### config.mk
export PLATFORM = sky130hd
export DESIGN_NAME = alu_operand_arbiter
export DESIGN_NICKNAME = d
export VERILOG_FILES = /design/src/rtl/alu_operand_arbiter.sv
export SDC_FILE = /design/constraint.sdc
export NUM_CORES = 1
export LEC_CHECK = 0
export ABC_AREA = 1
export BUFFER_PORTS_ARGS = -buffer_cell sky130_fd_sc_hd__buf_4
export CAP_MARGIN = 10
export CELL_PAD_IN_SITES_DETAIL_PLACEMENT = 1
export CELL_PAD_IN_SITES_GLOBAL_PLACEMENT = 1
export CORE_ASPECT_RATIO = 1.2
export CORE_MARGIN = 2
export CORE_UTILIZATION = 36
export DETAILED_ROUTE_END_ITERATION = 16
export HOLD_SLACK_MARGIN = 0.12
export PLACE_DENSITY_LB_ADDON = 0.1
export REMOVE_ABC_BUFFERS = 1
export SLEW_MARGIN = 20
export SYNTH_ARGS = -nofsm -noshare
export SYNTH_HDL_FRONTEND = slang
export SYNTH_SLANG_ARGS = --single-unit
### constraint.sdc
create_clock -name clk -period 1.6 [get_ports clk]
set_input_delay 0 -clock clk [delete_from_list [all_inputs] [get_ports clk]]
set_output_delay 0 -clock clk [all_outputs]
set_load 0.1 [all_outputs]
### src/rtl/alu_operand_arbiter.sv
`default_nettype none
// ============================================================================
// Module      : alu_operand_arbiter
// Description : Round-robin arbiter granting one of two requesters the ALU
//               operand path. A grant latches the winner's operands onto A/B
//               and sequences IDLE -> SETUP -> ENABLE (HOLD_CYCLES) -> RELEASE.
//               All outputs are registered.
// Ports       : clk, rst_n (async, active-low)
//               arb_en         - global permit, gates new grants only
//               req0/a0/b0     - requester 0 request and operands
//               req1/a1/b1     - requester 1 request and operands
//               gnt0/gnt1      - ownership of the operand path
//               A/B            - latched operands
//               en             - operand gate enable
//               busy           - high in any state other than IDLE
//               done/done_id   - one-cycle completion pulse and served id
// Revision    : 1.0 - initial release
// ============================================================================
module alu_operand_arbiter #(
    parameter int HOLD_CYCLES = 2
) (
    input  logic       clk,
    input  logic       rst_n,
    input  logic       arb_en,
    input  logic       req0,
    input  logic [3:0] a0,
    input  logic [3:0] b0,
    input  logic       req1,
    input  logic [3:0] a1,
    input  logic [3:0] b1,
    output logic       gnt0,
    output logic       gnt1,
    output logic [3:0] A,
    output logic [3:0] B,
    output logic       en,
    output logic       busy,
    output logic       done,
    output logic       done_id
);

    typedef enum logic [1:0] {
        ST_IDLE    = 2'd0,
        ST_SETUP   = 2'd1,
        ST_ENABLE  = 2'd2,
        ST_RELEASE = 2'd3
    } state_t;

    // The down-counter reaches zero on the last enable cycle.
    localparam logic [3:0] c_hold_load = 4'(HOLD_CYCLES - 1);

    state_t     state_q,   state_d;
    logic [3:0] cnt_q,     cnt_d;
    logic       last_id_q, last_id_d;
    logic       cur_id_q,  cur_id_d;
    logic       gnt0_q,    gnt0_d;
    logic       gnt1_q,    gnt1_d;
    logic [3:0] a_q,       a_d;
    logic [3:0] b_q,       b_d;
    logic       en_q,      en_d;
    logic       busy_q,    busy_d;
    logic       done_q,    done_d;
    logic       done_id_q, done_id_d;
    logic       w_win_id;

    // Lone requester wins; on a tie the requester not served last wins.
    assign w_win_id = (req0 && req1) ? ~last_id_q : req1;

    always_comb begin
        state_d   = state_q;
        cnt_d     = cnt_q;
        last_id_d = last_id_q;
        cur_id_d  = cur_id_q;
        gnt0_d    = gnt0_q;
        gnt1_d    = gnt1_q;
        a_d       = a_q;
        b_d       = b_q;
        en_d      = en_q;
        done_d    = 1'b0;
        done_id_d = 1'b0;

        case (state_q)
            ST_IDLE: begin
                if (arb_en && (req0 || req1)) begin
                    state_d  = ST_SETUP;
                    cur_id_d = w_win_id;
                    gnt0_d   = ~w_win_id;
                    gnt1_d   = w_win_id;
                    a_d      = w_win_id ? a1 : a0;
                    b_d      = w_win_id ? b1 : b0;
                end
            end
            ST_SETUP: begin
                state_d = ST_ENABLE;
                en_d    = 1'b1;
                cnt_d   = c_hold_load;
            end
            ST_ENABLE: begin
                if (cnt_q == 4'd0) begin
                    state_d   = ST_RELEASE;
                    en_d      = 1'b0;
                    done_d    = 1'b1;
                    done_id_d = cur_id_q;
                end else begin
                    cnt_d = cnt_q - 4'd1;
                end
            end
            ST_RELEASE: begin
                state_d   = ST_IDLE;
                gnt0_d    = 1'b0;
                gnt1_d    = 1'b0;
                last_id_d = cur_id_q;
            end
            default: begin
                state_d = ST_IDLE;
                gnt0_d  = 1'b0;
                gnt1_d  = 1'b0;
                en_d    = 1'b0;
            end
        endcase

        busy_d = (state_d != ST_IDLE);
    end

    always_ff @(posedge clk or negedge rst_n) begin
        if (!rst_n) begin
            state_q   <= ST_IDLE;
            cnt_q     <= 4'd0;
            last_id_q <= 1'b1;
            cur_id_q  <= 1'b0;
            gnt0_q    <= 1'b0;
            gnt1_q    <= 1'b0;
            a_q       <= 4'd0;
            b_q       <= 4'd0;
            en_q      <= 1'b0;
            busy_q    <= 1'b0;
            done_q    <= 1'b0;
            done_id_q <= 1'b0;
        end else begin
            state_q   <= state_d;
            cnt_q     <= cnt_d;
            last_id_q <= last_id_d;
            cur_id_q  <= cur_id_d;
            gnt0_q    <= gnt0_d;
            gnt1_q    <= gnt1_d;
            a_q       <= a_d;
            b_q       <= b_d;
            en_q      <= en_d;
            busy_q    <= busy_d;
            done_q    <= done_d;
            done_id_q <= done_id_d;
        end
    end

    assign gnt0    = gnt0_q;
    assign gnt1    = gnt1_q;
    assign A       = a_q;
    assign B       = b_q;
    assign en      = en_q;
    assign busy    = busy_q;
    assign done    = done_q;
    assign done_id = done_id_q;

endmodule
`default_nettype wire

**After elaboration in Yosys (flattened, before gate mapping)**

Cells that the tools add are included.
W data, S select, Z words.

- Reductions and logical operators: 12
- Equal/unequal tests: 6
- Multiplexer cells: 18
- Bitwise operators: 2
- $add $sub $neg: 1

Operators by type and width:

| cell | count |
|---|---|
| $mux W4 | 3 |
| $mux W1 | 8 |
| $pmux W2 S4 | 1 |
| $pmux W4 S2 | 1 |
| $reduce_and A2 Y1 | 4 |
| $ne A2 B2 Y1 const B | 3 |
| $pmux W1 S2 | 3 |
| $reduce_bool A2 Y1 | 3 |
| $eq A2 B2 Y1 const B | 2 |
| $logic_not A4 Y1 | 1 |
| $mux W2 | 2 |
| $sub A4 B1 Y4 const B | 1 |
| $eq A2 B1 Y1 const B | 1 |
| $logic_and A1 B1 Y1 | 2 |
| $logic_not A2 Y1 | 1 |
| $not A1 Y1 | 2 |
| $logic_or A1 B1 Y1 | 1 |

- Logic and storage cells: 51
- Bits in registers: 22
- Input bits: 21
- Output and inout bits: 14

**Depth between registers and ports, before layout**

Gate-level depths: netlist (run 1).

- Depth in word-level cells: 5
- Gate-level depth with buffers: 7

**Least setup slack after synthesis (run 1)**

Ideal clock, no wire load.

- Path type: reg-to-reg
- Start: register, netlist name en
- End: register en_q (netlist: en)
- Data required time: 1,531 ps
- Buffers on the path: 0
- Cell stages (with the launch flop): 3
- Setup time: 69 ps
- Arrival time: 1,169 ps
- Clock period less this slack: 1,239 ps
- Setup slack: 361 ps
- Cells stage by stage: dfrtp_1 -> o21ai_0 -> nand2_1

RTL lines:

| what | line | source |
|---|---|---|
| end signal: assignment | 147 | `en_q <= en_d;` |
| end: declaration | 59 | `logic en_q, en_d;` |

**Worst setup path after layout (run 1)**

- Start: register last_id_q
- End: register b_q[1] (netlist: B[1])

- Word-level cells in the longest chain between the ends: 3

Ends and longest elaborated chain:

| what | line | source |
|---|---|---|
| start: declaration | 53 | `logic last_id_q, last_id_d;` |
| start signal: assignment | 141 | `last_id_q <= last_id_d;` |
| $not A1 Y1 | 66 | `assign w_win_id = (req0 && req1) ? ~last_id_q : req1;` |
| $mux W1 | 66 |  |
| $mux W4 | 89 | `b_d = w_win_id ? b1 : b0;` |
| end signal: assignment | 133 | `b_q <= 4'd0;` |
| end signal: assignment | 146 | `b_q <= b_d;` |
| end: declaration | 58 | `logic [3:0] b_q, b_d;` |

No other way between the ends.
A chain may end at the register's enable or synchronous reset.

==> results of run 1 <==
-- flip-flops by register name, indices dropped and copies added (netlist names) --
signal and cells:
A 4, B 4, busy 1, cnt_q 4, cur_id_q 1, done 1
done_id 1, en 1, gnt0 1, gnt1 1, last_id_q 1, state_q 2
-- stage by stage --
step           hold slack, ns  util [%]  total power [mW]  std cells
2_1_floorplan          -0.296         -              2.71        137
6_report                0.112      56.3              3.58        237
5_1_grt                 0.154      56.3              3.85        237
3_3_place_gp          -0.0922      46.8              3.19        208
4_1_cts                 0.125      56.8              3.63        239
3_5_place_dp          -0.0900      46.8              3.24        208
-- final cells by class --
cell class                      instances  area, um^2
Sequential cell                        22         552
Timing Repair Buffer                   60         513
Clock buffer                            4        36.3
Inverter                               22        82.6
Fill cell                             367        1330
Tap cell                               36        45.0
Multi-Input combinational cell         93         493
-- layer usage --
layer | up-vias | track usage [%]
met4 | 0 | 6.40
met5 | - | 0
met1 | 518 | 22.3
li1 | 556 | -
met3 | 2 | 2.54
met2 | 28 | 35.4
-- path summary, 6_finish.rpt --
check / end / depth (start not counted)
setup / recovery: B[1]$_DFFE_PN0P_ / 5
max in group asynchronous: last_id_q$_DFFE_PN1P_ / 3
min in group asynchronous: A[3]$_DFFE_PN0P_ / 3
setup reg to reg: B[1]$_DFFE_PN0P_ / 5
hold / removal: B[2]$_DFFE_PN0P_ / 4
hold reg to reg: cnt_q[0]$_DFFE_PN0P_ / 1
-- cell families after synthesis --
family	synth area share (%)
AND/OR/NAND/NOR	33.1
flip-flops	48.2
adder cells (fa/ha/maj)	6.56
buffers and inverters	9.18
AO/OA/AOI/OAI	2.19
XOR/XNOR	0.765
-- timing repair --
| action | 4_1_cts | 5_1_grt |
|---|---|---|
| resized for setup | 0 | 1 |
| hold buffers | 27 | 0 |
| endpoints found under the hold margin | 32 | 0 |
| endpoints found under the setup margin | 0 | 8 |
-- where the power goes --
group / internal, mW / switching, mW / leakage, nW / total [mW]
logic: 0.567 / 1.75 / 0.634 / 2.31
registers: 0.814 / 0.149 / 0.272 / 0.964
clock network: 0.139 / 0.163 / 0.0210 / 0.302
-- worst max-delay path, stage by stage (launching register included) --
cell and delay [ns]:
dfstp_2 0.58, nand2_4 0.09, nand3b_1 0.10, dlygate4sd3_1 0.56
nand3_1 0.07, nand2_1 0.06
-- cell usage in the layout, fill, tap and decap left out, types with 2 or more instances in the layout --
cell type	instances
nand2_1	46
buf_4	35
dlygate4sd3_1	25
dfrtp_1	21
inv_1	21
nand3_1	17
nand3b_1	8
ha_1	6
nor2_1	4
o21ai_0	4
clkbuf_4	3
nor2_4	2
==> results.yml, run 1 <==
run_status:
  outcome: "complete, no violations"
placed_design:
  dp_hpwl_um: 2070
  gp_congestion: 0.779
  placed_area_mm2: 0.00143
  port_buffers: 34
  post-place-ws_ns: 0.232
clocking:
  numClockSinks: 22
  cts_tree: "yes"
  cts_setup_buffers: 0
  cts_buffer_depth: 2
  clk-insertion-delay-late_ns: 0.30
  h-tree-depth: 1
  cts-root-buf: "clkbuf_4"
  cts_buffers: 3
  clk_pin_slew_ns: 0.12
detailed_routing:
  vias: 1104
  wl_met1_um: 1360
  dr_wl_met3_um: 119
  drt-initial-drc-count: 21
  drc: 0
  post_drt_wl_per_cell_um: 13.0
  met2WireLength_um: 1570
  ant_nets: 0
  drt-total-wl_um: 3080
  drt-pass1-iter-count: 4
  dr.max_layer_used: "met4"
  viasPerCell: 4.66
grt:
  grt_max_degree: 23
  grt_usage_pct: 19.0
  grt_pass1_wl_um: 5380
  grt_pass1_vias: 1162
  antenna_found_initial: 0
  gr-total-overflow: 0
logic_synthesis:
  yosysSeqAreaShare_pct: 48.2
  syn_area_mm2: 0.00114
  ys_ff_latch: 22
  synth_edf_count: 0
  yosysWarnings: 0
  synth_flop_cell: "dfrtp_1"
  synth.distinct_cells: 17
  synth.top_cell.area_share_pct: 45.9
  synthTopCellsByCount: "nand2_1, dfrtp_1, inv_1"
  avgSynthCellArea_um2: 8.24
  async_flop_share_pct: 100
  synth_largest_area_cell: "dfrtp_1"
  synth_cells: 139
  yosysMostFrequentCell: "nand2_1"
  synthTopCellsByArea: "dfrtp_1, nand2_1, nand3_1"
finish:
  final_area_mm2: 0.00172
  fin_nets: 229
  syn_to_final_growth_pct: 50.4
  layout-drive-gt1-share_pct: 22.4
  diodes: 0
timing:
  fin_crit_sh_pct: 94.3
  slew_viol_final: 0
  timing.final.crit_period_ns: 1.51
  finalSetupViolations: 0
  hold_viol_final: 0
  fin_skew_ns: 0.00111
  setup_ws_ns: 0.0914
  fmax_ghz: 0.663
  maxSlewHeadroom_pct: 80.5
  setup_tns_ns: 0
  tightest_slew_ns: 0.293
  rsz0062_at_grt: "false"
setup_path:
  rrSetupSlack_ns: 0.09
  critical_path_class: "flop to flop"
  crit_start: "last_id_q$_DFFE_PN1P_"
  arrival_ns: 1.76
  required_ns: 1.85
  start_kind: "flop"
  critical_path.endpoint_type: "flop"
  path_max_fanout: 9
  reg2reg_from: "last_id_q$_DFFE_PN1P_"
floorplanning:
  core_mm2: 0.00306
  dieArea_mm2: 0.00365
  io_pins: 35
  die_height_um: 65.8
  start_util_pct: 37.5
  fp.dieW_um: 55.5
  num_rows: 22
power:
  worst_ir_drop_vdd_mv: 1.74
  p_leak_nw: 0.927
  power.density_mw_per_mm2: 2080
worst_hold_path:
  holdCritStartpoint: "req1"
  hold_class: "input port to flop"
run:
  drv_cap: 0
Note: power is estimated with default switching activity, not from simulation.
==> inputs of run 2 (changes only) <==
--- a/config.mk
+++ b/config.mk
@@ -10,7 +10,7 @@
 export CAP_MARGIN = 10
 export CELL_PAD_IN_SITES_DETAIL_PLACEMENT = 1
 export CELL_PAD_IN_SITES_GLOBAL_PLACEMENT = 1
-export CORE_ASPECT_RATIO = 1.2
+export CORE_ASPECT_RATIO = 1.1
 export CORE_MARGIN = 2
 export CORE_UTILIZATION = 36
 export DETAILED_ROUTE_END_ITERATION = 16
==> run 2 against run 1 <==
Effect of this change:
- first-iteration DRC count is 76% higher
- core utilization increased by 1.0 points
- sequential share of layout area down 0.50 points
- flip-flop and latch count did not move
- clock power shrank 14%
- critical path type unchanged
- critical path depth did not move
- global-route usage is 1.6 points higher
- cell area up 1.6%
- cell count up 0.84%
- routed wire length rose by 12%
==> results.yml, run 2 (synthesis gave the netlist of run 1 again) <==
run_status:
  outcome: "complete, no violations"
setup_path:
  arrival_ns: 1.78
  start_kind: "flop"
  critical_path.endpoint_type: "flop"
  critical_path_class: "flop to flop"
  required_ns: 1.85
  path_max_fanout: 9
detailed_routing:
  wl_met1_um: 1350
  post_drt_wl_per_cell_um: 14.4
  met2WireLength_um: 1910
  drt-initial-drc-count: 37
  dr_wl_met3_um: 116
  vias: 1143
  dr.max_layer_used: "met4"
  drc: 0
  drt-pass1-iter-count: 4
  drt-total-wl_um: 3430
  ant_nets: 0
  viasPerCell: 4.78
worst_hold_path:
  hold_class: "input port to flop"
clocking:
  cts_buffers: 3
  h-tree-depth: 1
  cts_buffer_depth: 2
  clk_pin_slew_ns: 0.12
  numClockSinks: 22
  clk-insertion-delay-late_ns: 0.31
  cts_tree: "yes"
  cts-root-buf: "clkbuf_4"
floorplanning:
  num_rows: 21
  die_height_um: 63.1
  dieArea_mm2: 0.00365
  fp.dieW_um: 57.8
  start_util_pct: 37.6
  core_mm2: 0.00305
  io_pins: 35
timing:
  finalSetupViolations: 0
  hold_viol_final: 0
  setup_tns_ns: 0
  fin_crit_sh_pct: 95.4
  fin_skew_ns: 0.00980
  fmax_ghz: 0.655
  maxSlewHeadroom_pct: 80.9
  timing.final.crit_period_ns: 1.53
  slew_viol_final: 0
  tightest_slew_ns: 0.286
finish:
  layout-drive-gt1-share_pct: 22.0
  final_area_mm2: 0.00175
  fillerInstances: 362
  syn_to_final_growth_pct: 52.8
  final_cell_mix: "nand2_1, buf_4, dlygate4sd3_1, dfrtp_1, inv_1"
  fin_nets: 233
  mostFrequentLayoutCell: "nand2_1"
  diodes: 0
power:
  p_leak_nw: 0.941
  power.density_mw_per_mm2: 2050
  worst_ir_drop_vdd_mv: 1.96
placed_design:
  port_buffers: 34
  placed_area_mm2: 0.00143
  gp_congestion: 0.734
  dp_hpwl_um: 2120
grt:
  grt_usage_pct: 20.5
  grt_pass1_vias: 1284
  grt_pass1_wl_um: 5770
  grt_max_degree: 23
  antenna_found_initial: 0
  gr-total-overflow: 0
run:
  drv_cap: 0
[run 2: cell types whose count changed in the layout (fill, tap and decap cells not counted), sizes merged]
cell          change
dlymetal6s4s      +1
buf               +1
dlygate4sd3       +2
[run 2: layout make-up]
cell class / count / area, um^2 / share of cell area (%)
Timing Repair Buffer: 64 / 553 / 31.6
Tap cell: 34 / 42.5 / 2.43
Sequential cell: 22 / 552 / 31.5
Clock buffer: 4 / 26.3 / 1.50
Multi-Input combinational cell: 93 / 493 / 28.2
Inverter: 22 / 82.6 / 4.72
[run 2: repair_timing]
action	4_1_cts	5_1_grt
hold buffers	28	0
hold endpoints to repair	30	0
gates resized for setup	0	2
setup buffers	0	1
endpoints found under the setup margin	0	9
[run 2: routing by layer]
metal	global-route usage (%)	vias up
li1	-	562
met1	21.6	550
met2	40.5	26
met3	2.26	5
met4	6.98	0
met5	0	-
[run 2: path summary, 6_finish.rpt]
path | startpoint | end | slack [ns] | cells past startpoint
max in group asynchronous | rst_n | last_id_q$_DFFE_PN1P_ | 0.68 | 3
setup reg to reg | last_id_q$_DFFE_PN1P_ | B[3]$_DFFE_PN0P_ | 0.07 | 5
setup / recovery | last_id_q$_DFFE_PN1P_ | B[3]$_DFFE_PN0P_ | 0.07 | 5
hold reg to reg | cnt_q[0]$_DFFE_PN0P_ | cnt_q[0]$_DFFE_PN0P_ | 0.48 | 1
min in group asynchronous | rst_n | B[1]$_DFFE_PN0P_ | 0.63 | 3
hold / removal | req1 | A[2]$_DFFE_PN0P_ | 0.21 | 5
[run 2: critical path, stage by stage (launching register included)]
cell and delay [ns]:
dfstp_2 0.57, nand2_4 0.09, nand3b_1 0.10, dlygate4sd3_1 0.56, nand3_1 0.09, nand2_1 0.07
[run 2: where the power goes]
part / switching (mW) / internal (mW) / total (mW)
clock network: 0.164 / 0.0974 / 0.261
logic: 1.77 / 0.578 / 2.35
registers: 0.153 / 0.815 / 0.968
total: 2.09 / 1.49 / 3.58
[run 2: metrics by stage]
step | hold slack (ns) | std cells | setup WS [ns] | utilization [%] | power [mW]
2_1_floorplan | -0.296 | 137 | 0.291 | - | 2.71
3_3_place_gp | -0.0929 | 206 | 0.247 | 46.8 | 3.20
3_5_place_dp | -0.0923 | 206 | 0.189 | 46.8 | 3.25
4_1_cts | 0.181 | 238 | 0.0269 | 56.9 | 3.59
5_1_grt | 0.237 | 239 | -0.00150 | 57.4 | 3.83
6_report | 0.211 | 239 | 0.0742 | 57.4 | 3.58
==> inputs of run 3 (changes only) <==
--- a/config.mk
+++ b/config.mk
@@ -14,8 +14,9 @@
 export CORE_MARGIN = 2
 export CORE_UTILIZATION = 36
 export DETAILED_ROUTE_END_ITERATION = 16
+export GPL_TIMING_DRIVEN = 0
 export HOLD_SLACK_MARGIN = 0.12
-export PLACE_DENSITY_LB_ADDON = 0.1
+export PLACE_DENSITY = 0.78
 export REMOVE_ABC_BUFFERS = 1
 export SLEW_MARGIN = 20
 export SYNTH_ARGS = -nofsm -noshare
==> run 3 against run 2 <==
Effect of this change:
- sequential power is 1% higher
- largest power group unchanged
- largest cell class is now registers
- power is 6.6% higher
- routed wire length is 11% higher
- highest routed layer unchanged
==> results.yml, run 3 (synthesis gave the netlist of run 1 again) <==
setup_path:
  path_max_fanout: 9
  cp_slowest_cell: "dfstp_2"
  crit_buf_inv: 1
  required_ns: 1.85
  critical_path_class: "flop to flop"
  arrival_ns: 1.80
  cpPeakStageDelay_ns: 0.59
  critPathTopFamily: "flip-flops"
  start_kind: "flop"
  critical_path.endpoint_type: "flop"
  reg2reg_from: "last_id_q$_DFFE_PN1P_"
  worstPathCellList: "nand2_4 > nand3b_1 > dlygate4sd3_1 > nand3_1 > nand2_1"
  crit_start: "last_id_q$_DFFE_PN1P_"
timing:
  hold_viol_final: 0
  tightest_slew_ns: 0.297
  hold_ws_ns: 0.155
  fin_skew_ns: 0.00111
  maxSlewHeadroom_pct: 80.2
  setup_tns_ns: 0
  slew_viol_final: 0
  timing.final.crit_period_ns: 1.55
  fmax_ghz: 0.645
  finalSetupViolations: 0
  fin_crit_sh_pct: 96.9
finish:
  mostFrequentLayoutCell: "nand2_1"
  syn_to_final_growth_pct: 53.3
  utilization_pct: 57.6
  fin_nets: 232
  final_cell_mix: "nand2_1, buf_4, dlygate4sd3_1, dfrtp_1, inv_1"
  layout-drive-gt1-share_pct: 24.0
  diodes: 0
floorplanning:
  io_pins: 35
  num_rows: 21
  die_height_um: 63.1
  core_mm2: 0.00305
  start_util_pct: 37.6
  dieArea_mm2: 0.00365
  fp.dieW_um: 57.8
clocking:
  numClockSinks: 22
  cts_tree: "yes"
  h-tree-depth: 1
  clk_pin_slew_ns: 0.13
  clk-insertion-delay-late_ns: 0.30
  cts_buffers: 3
  cts_buffer_depth: 2
  cts-root-buf: "clkbuf_4"
placed_design:
  dp_hpwl_um: 2180
  gp_congestion: 0.745
  port_buffers: 34
worst_hold_path:
  hold_class: "input port to flop"
  holdCritStartpoint: "req0"
grt:
  gr-total-overflow: 0
  grt_pass1_vias: 1273
  grt_pass1_wl_um: 6020
  grt_max_degree: 23
  grt_usage_pct: 21.5
  antenna_found_initial: 0
run_status:
  outcome: "complete, no violations"
detailed_routing:
  viasPerCell: 4.84
  drc: 0
  post_drt_wl_per_cell_um: 16.0
  ant_nets: 0
  drt-total-wl_um: 3800
  vias: 1153
  drt-pass1-iter-count: 4
  drt-initial-drc-count: 57
run:
  drv_cap: 0
power:
  p_leak_nw: 0.955
  power.density_mw_per_mm2: 2170
  worst_ir_drop_vdd_mv: 1.60
[run 3: layout make-up]
cell class,instances,area (um^2)
fill,359,1290
sequential,22,552
timing repair buffer,63,533
multi-input combinational,93,493
inverter,22,82.6
tap,34,42.5
clock inverter,1,30.0
clock buffer,3,22.5
[run 3: tightest hold or removal path: cells and delay by family]
kind | cells | cell delay (ns)
buffers and inverters | 1 | 0.13
AND/OR/NAND/NOR | 4 | 0.30
[run 3: final timing paths]
kind,end,slack (ns),depth (start not counted)
max,B[3]$_DFFE_PN0P_,0.05,5
min,B[0]$_DFFE_PN0P_,0.15,5
max reg2reg,B[3]$_DFFE_PN0P_,0.05,5
min reg2reg,cnt_q[0]$_DFFE_PN0P_,0.49,1
max in group asynchronous,last_id_q$_DFFE_PN1P_,0.66,3
min in group asynchronous,B[2]$_DFFE_PN0P_,0.65,3
[run 3: repair_timing]
| action | in CTS | in global routing |
|---|---|---|
| resized for setup | 0 | 1 |
| endpoints found under the hold margin | 30 | 1 |
| setup buffers | 0 | 5 |
| endpoints found under the setup margin | 0 | 10 |
| hold buffers | 25 | 1 |
[run 3: routing by layer]
layer | wire length, um | vias to the layer above | global-route usage (%)
li1 | - | 558 | -
met1 | 1570 | 565 | 25.1
met2 | 2070 | 28 | 40.9
met3 | 144 | 2 | 2.46
met4 | 14 | 0 | 4.36
met5 | 0 | - | 0
[run 3: metrics by stage]
stage / cell area, um^2 / setup slack, ns / cells / total power, mW
after global routing: 1760 / -0.0106 / 238 / 4.08
after detailed placement: 1420 / 0.0477 / 205 / 3.27
after CTS: 1720 / 0.0296 / 234 / 3.77
after floorplan: 1120 / 0.291 / 137 / 2.71
after global placement: 1420 / 0.105 / 205 / 3.17
final: 1760 / 0.0498 / 238 / 3.82
[run 3: report_power, final]
part           internal [mW]  switching [mW]  leakage, nW
Sequential             0.815           0.168        0.272
Clock                  0.253           0.173       0.0279
Combinational          0.586            1.82        0.655
Total                   1.65            2.16        0.955
